### src/rtl/chunked_addsub_seq.sv
// Multi-cycle adder/subtractor: processes CHUNK bits per clock with a
// registered carry between chunks, valid/ready handshakes on both sides.
module chunked_addsub_seq #(
    parameter int WIDTH = 8,
    parameter int CHUNK = 2
) (
    input  logic             clk,
    input  logic             rst,
    input  logic             in_valid,
    output logic             in_ready,
    input  logic [WIDTH-1:0] A,
    input  logic [WIDTH-1:0] B,
    input  logic             mode,
    input  logic             signed_op,
    output logic             out_valid,
    input  logic             out_ready,
    output logic [WIDTH-1:0] sum,
    output logic             c_out,
    output logic             ovf
);

    localparam int N     = WIDTH / CHUNK;
    localparam int CNT_W = (N > 1) ? $clog2(N) : 1;
    localparam logic [CNT_W-1:0] LAST = CNT_W'(N - 1);

    if ((CHUNK < 1) || (WIDTH % CHUNK != 0)) begin : g_bad_params
        $error("chunked_addsub_seq: WIDTH must be a multiple of CHUNK");
    end

    typedef enum logic [1:0] {
        IDLE,
        CALC,
        DONE
    } state_t;

    state_t           state;
    state_t           state_next;
    logic [WIDTH-1:0] a_reg;
    logic [WIDTH-1:0] b_reg;
    logic             mode_reg;
    logic             signed_reg;
    logic [CNT_W-1:0] cnt;
    logic             carry;
    logic [CHUNK-1:0] a_chunk;
    logic [CHUNK-1:0] b_chunk;
    logic [CHUNK-1:0] chunk_sum;
    logic             carry_next;
    logic             ovf_next;
    logic             last;

    assign in_ready  = (state == IDLE);
    assign out_valid = (state == DONE);
    assign last      = (state == CALC) && (cnt == LAST);

    // State register
    always_ff @(posedge clk or posedge rst) begin
        if (rst) state <= IDLE;
        else     state <= state_next;
    end

    // Next-state logic
    always_comb begin
        state_next = state;
        case (state)
            IDLE:    if (in_valid) state_next = CALC;
            CALC:    if (cnt == LAST) state_next = DONE;
            DONE:    if (out_ready) state_next = IDLE;
            default: state_next = IDLE;
        endcase
    end

    // Select the current chunk of both operands and add it with the carry
    always_comb begin
        a_chunk = '0;
        b_chunk = '0;
        for (int unsigned i = 0; i < N; i++) begin
            if (cnt == CNT_W'(i)) begin
                a_chunk = a_reg[i*CHUNK +: CHUNK];
                b_chunk = b_reg[i*CHUNK +: CHUNK];
            end
        end
        {carry_next, chunk_sum} = {1'b0, a_chunk} + {1'b0, b_chunk}
                                + (CHUNK + 1)'(carry);
        // The last chunk holds the MSB, so its top bit is the final sum sign
        if (signed_reg)
            ovf_next = (a_reg[WIDTH-1] == b_reg[WIDTH-1])
                    && (chunk_sum[CHUNK-1] != a_reg[WIDTH-1]);
        else
            ovf_next = mode_reg ? carry_next : ~carry_next;
    end

    // Operand capture, per-chunk accumulation and final flag update
    always_ff @(posedge clk or posedge rst) begin
        if (rst) begin
            a_reg      <= '0;
            b_reg      <= '0;
            mode_reg   <= 1'b0;
            signed_reg <= 1'b0;
            cnt        <= '0;
            carry      <= 1'b0;
            sum        <= '0;
            c_out      <= 1'b0;
            ovf        <= 1'b0;
        end else begin
            case (state)
                IDLE: begin
                    if (in_valid) begin
                        a_reg      <= A;
                        b_reg      <= mode ? B : ~B;
                        mode_reg   <= mode;
                        signed_reg <= signed_op;
                        carry      <= ~mode;
                        cnt        <= '0;
                    end
                end
                CALC: begin
                    for (int unsigned i = 0; i < N; i++) begin
                        if (cnt == CNT_W'(i)) sum[i*CHUNK +: CHUNK] <= chunk_sum;
                    end
                    carry <= carry_next;
                    if (last) begin
                        c_out <= carry_next;
                        ovf   <= ovf_next;
                    end else begin
                        cnt <= cnt + 1'b1;
                    end
                end
                default: ;
            endcase
        end
    end

endmodule

### config.mk
export PLATFORM = sky130hd
export DESIGN_NAME = chunked_addsub_seq
export DESIGN_NICKNAME = d
export VERILOG_FILES = /design/src/rtl/chunked_addsub_seq.sv
export SDC_FILE = /design/constraint.sdc
export NUM_CORES = 1
export LEC_CHECK = 0
export CORE_MARGIN = 2
export CORE_UTILIZATION = 50
export CTS_CLUSTER_DIAMETER = 80
export CTS_CLUSTER_SIZE = 10
export DETAILED_ROUTE_END_ITERATION = 7
export HOLD_SLACK_MARGIN = 0.05
export PLACE_DENSITY_LB_ADDON = 0.12
export SETUP_SLACK_MARGIN = 0.1
export SLEW_MARGIN = 20
export SYNTH_ARGS = -nofsm -noshare
export SYNTH_HDL_FRONTEND = slang
export SYNTH_SLANG_ARGS = --single-unit
### constraint.sdc
create_clock -name clk -period 3.2 [get_ports clk]
set_input_delay 0.32 -clock clk [delete_from_list [all_inputs] [get_ports clk]]
set_output_delay 0.32 -clock clk [all_outputs]
set_load 0.005 [all_outputs]
==> impl_metrics.yaml <==
status:
  status: "completed"
timing:
  whs_ns: 0.366
  slew_headroom_pct: 39.1
  fmax_mhz: 350
  tns_ns: 0
  fin_crit_ns: 2.86
  worst_pin_slew_ns: 0.913
  fin_crit_sh_pct: 89.4
  slew_violations: 0
  finalHoldViolations: 0
  setup_viol: 0
  rsz0062_at_grt: "no"
  fin_skew_ns: 0.00499
cells_and_area:
  fillers: 275
  layout_common_cells: "dfrtp_1 (33), clkdlybuf4s50_1 (33), nand2_1 (16), mux2_2 (16), o21ai_0 (15)"
  layout-drive-gt1-share_pct: 15.0
  instances_no_fill: 224
  area_delta_synth_final_pct: 23.3
  layout.nets: 208
  diodes: 0
  utilization_pct: 65.9
global_routing:
  grt.total_usage_pct: 19.0
  met2_usage_pct: 30.4
  grt_antenna_before_repair: 0
  grt_max_degree: 34
  gr-total-overflow: 0
  grt_pass1_vias: 1086
  grtUsageMet1_pct: 23.7
  busiest_layer: "met2"
  grt_pass1_wl_mm: 5.03
  met3_usage_pct: 6.83
place:
  gp_congestion: 0.855
  io_buffers: 33
  dp.cells: 217
  dp_hpwl_mm: 2.34
setup_path:
  crit_start: "cnt[1]"
  worstSetupStartpointType: "flop"
  rrSetupSlack_ns: 0.34
  cp.arrival_ns: 3.05
  end_kind: "flop"
  worstReg2RegStart: "cnt[1]"
  reg2reg_depth: 8
  rr_endpoint: "ovf"
  critPathMaxFanout: 15
  critPathKind: "flop to flop"
  endpoint: "ovf"
  critPathRequiredTime_ns: 3.39
clock_network:
  clock_latency_ns: 0.34
  ctsHoldBuffers: 0
  clockRootBuffer: "clkbuf_4"
  numCtsBuffers: 5
  cts.sinks: 33
  post_cts_buffers: 0
  cts_resized: 0
  cts_tree: "yes"
  htreeDepth: 2
  clockBufferDepth: 2
  cts.clk_slew.worst_paths_ns: 0.09
routing:
  drt-vias-per-instance: 5.24
  dr.pass1.iters: 4
  routed-via-count: 1173
  wl_per_cell_um: 13.8
  drcViolationCount: 0
  antenna_left: 0
  wirelength_mm: 3.08
  drtIter0Drc: 50
synthesis:
  syn-num-nets: 176
  syn_avg_cell_area_um2: 11.3
  synth_warnings: 0
  synth_flop_cell: "dfrtp_1"
  ys_seq_elements: 33
  async_flop_share_pct: 100
  synth_edf_count: 0
  yosysUniqueCellTypes: 26
  ys_seq_area_share_pct: 49.4
  synth_area_mm2: 0.00167
  syn_inst: 148
power:
  swShare_pct: 36.0
  powerDensity_mw_per_mm2: 1030
  p_leak_uw: 0.000936
  power_frac_comb_pct: 52.1
  clkPwrFrac_pct: 11.1
  power.switching_uw: 764
  p_int_uw: 1360
  seqPwrFrac_pct: 36.8
  irDropWorstVdd_mv: 0.444
die:
  fp.coreArea_mm2: 0.00313
  io_pins: 34
  die_x_um: 61.8
  num_rows: 20
  die-area_mm2: 0.00382
  initial_core_util_pct: 53.4
  die_y_um: 61.8
run:
  maxCapViolCount: 0
worst_hold_path:
  hold_class: "primary input to async pin"
## synth_stat cells, drive strengths merged (4+ instances only)
library cell | instances | share of area, %
a21oi | 9 | 2.7
a22o | 7 | 3.7
buf | 4 | 2.3
clkbuf | 5 | 1.2
dfrtp | 33 | 49
ha | 4 | 3.0
inv | 9 | 2.0
mux2 | 20 | 14
nand2 | 16 | 3.6
nor2 | 4 | 0.90
o21ai | 15 | 4.5
xor2 | 8 | 4.2
## per-stage QoR
step           setup slack, ns  instance area [µm²]  power (µW)
2_1_floorplan            0.487                 1670        1560
5_1_grt                  0.102                 2060        2310
3_3_place_gp             0.433                 2010        1870
6_report                 0.340                 2060        2120
3_5_place_dp             0.358                 2010        1910
4_1_cts                  0.348                 2060        2150
## area by class of cell
type | count | area, µm² | share of cell area [%]
Sequential cell | 33 | 826 | 40.1
Multi-Input combinational cell | 97 | 753 | 36.6
Timing Repair Buffer | 34 | 338 | 16.4
Clock buffer | 7 | 55.1 | 2.67
Tap cell | 44 | 55.1 | 2.67
Inverter | 9 | 33.8 | 1.64
## logic make-up (layout without fill, tap and decap cells)
| kind of cell | count (synthesis) | after routing | synth area share, % |
|---|---|---|---|
| adder cells (fa/ha/maj) | 6 | 6 | 5.39 |
| AND/OR/NAND/NOR | 26 | 26 | 7.11 |
| AO/OA/AOI/OAI | 34 | 34 | 12.3 |
| XOR/XNOR | 9 | 9 | 4.72 |
| flip-flops | 33 | 33 | 49.4 |
| multiplexers | 22 | 22 | 15.6 |
| buffers and inverters | 18 | 50 | 5.54 |
## power groups by stage
stage          clock, µW  combinational [µW]  sequential [µW]
5_1_grt              262                1230              809
2_1_floorplan          0                 825              737
3_3_place_gp           0                1090              784
3_5_place_dp           0                1120              792
6_report             236                1100              782
4_1_cts              241                1120              783
## worst min-delay path by stage
| stage | slack (ns) | endpoint | start | cells past startpoint |
|---|---|---|---|---|
| detailed placement | 0.48 | b_reg[0] | b_reg[0] | 2 |
| CTS | 0.38 | carry | rst | 3 |
| global placement | 0.47 | b_reg[0] | b_reg[0] | 2 |
| finish | 0.37 | carry | rst | 3 |
| global route | 0.40 | state[0] | rst | 3 |
| floorplan | 0.43 | state[1] | out_ready | 1 |
## layer usage
| layer | part of all wire (%) | vias to the layer above |
|---|---|---|
| li1 | - | 569 |
| met1 | 43 | 560 |
| met2 | 50 | 38 |
| met3 | 6.0 | 6 |
| met4 | 1.1 | 0 |
| met5 | 0 | - |
## critical path, stage by stage, from the launching register on
cell and delay [ns]:
dfrtp_1 0.42, ha_1 0.50, a21oi_1 0.10, a22o_1 0.24
fa_1 0.41, fa_1 0.58, and3b_1 0.19, o21ai_0 0.15
a41oi_1 0.13
No activity file was read; power rests on OpenSTA's default activity.
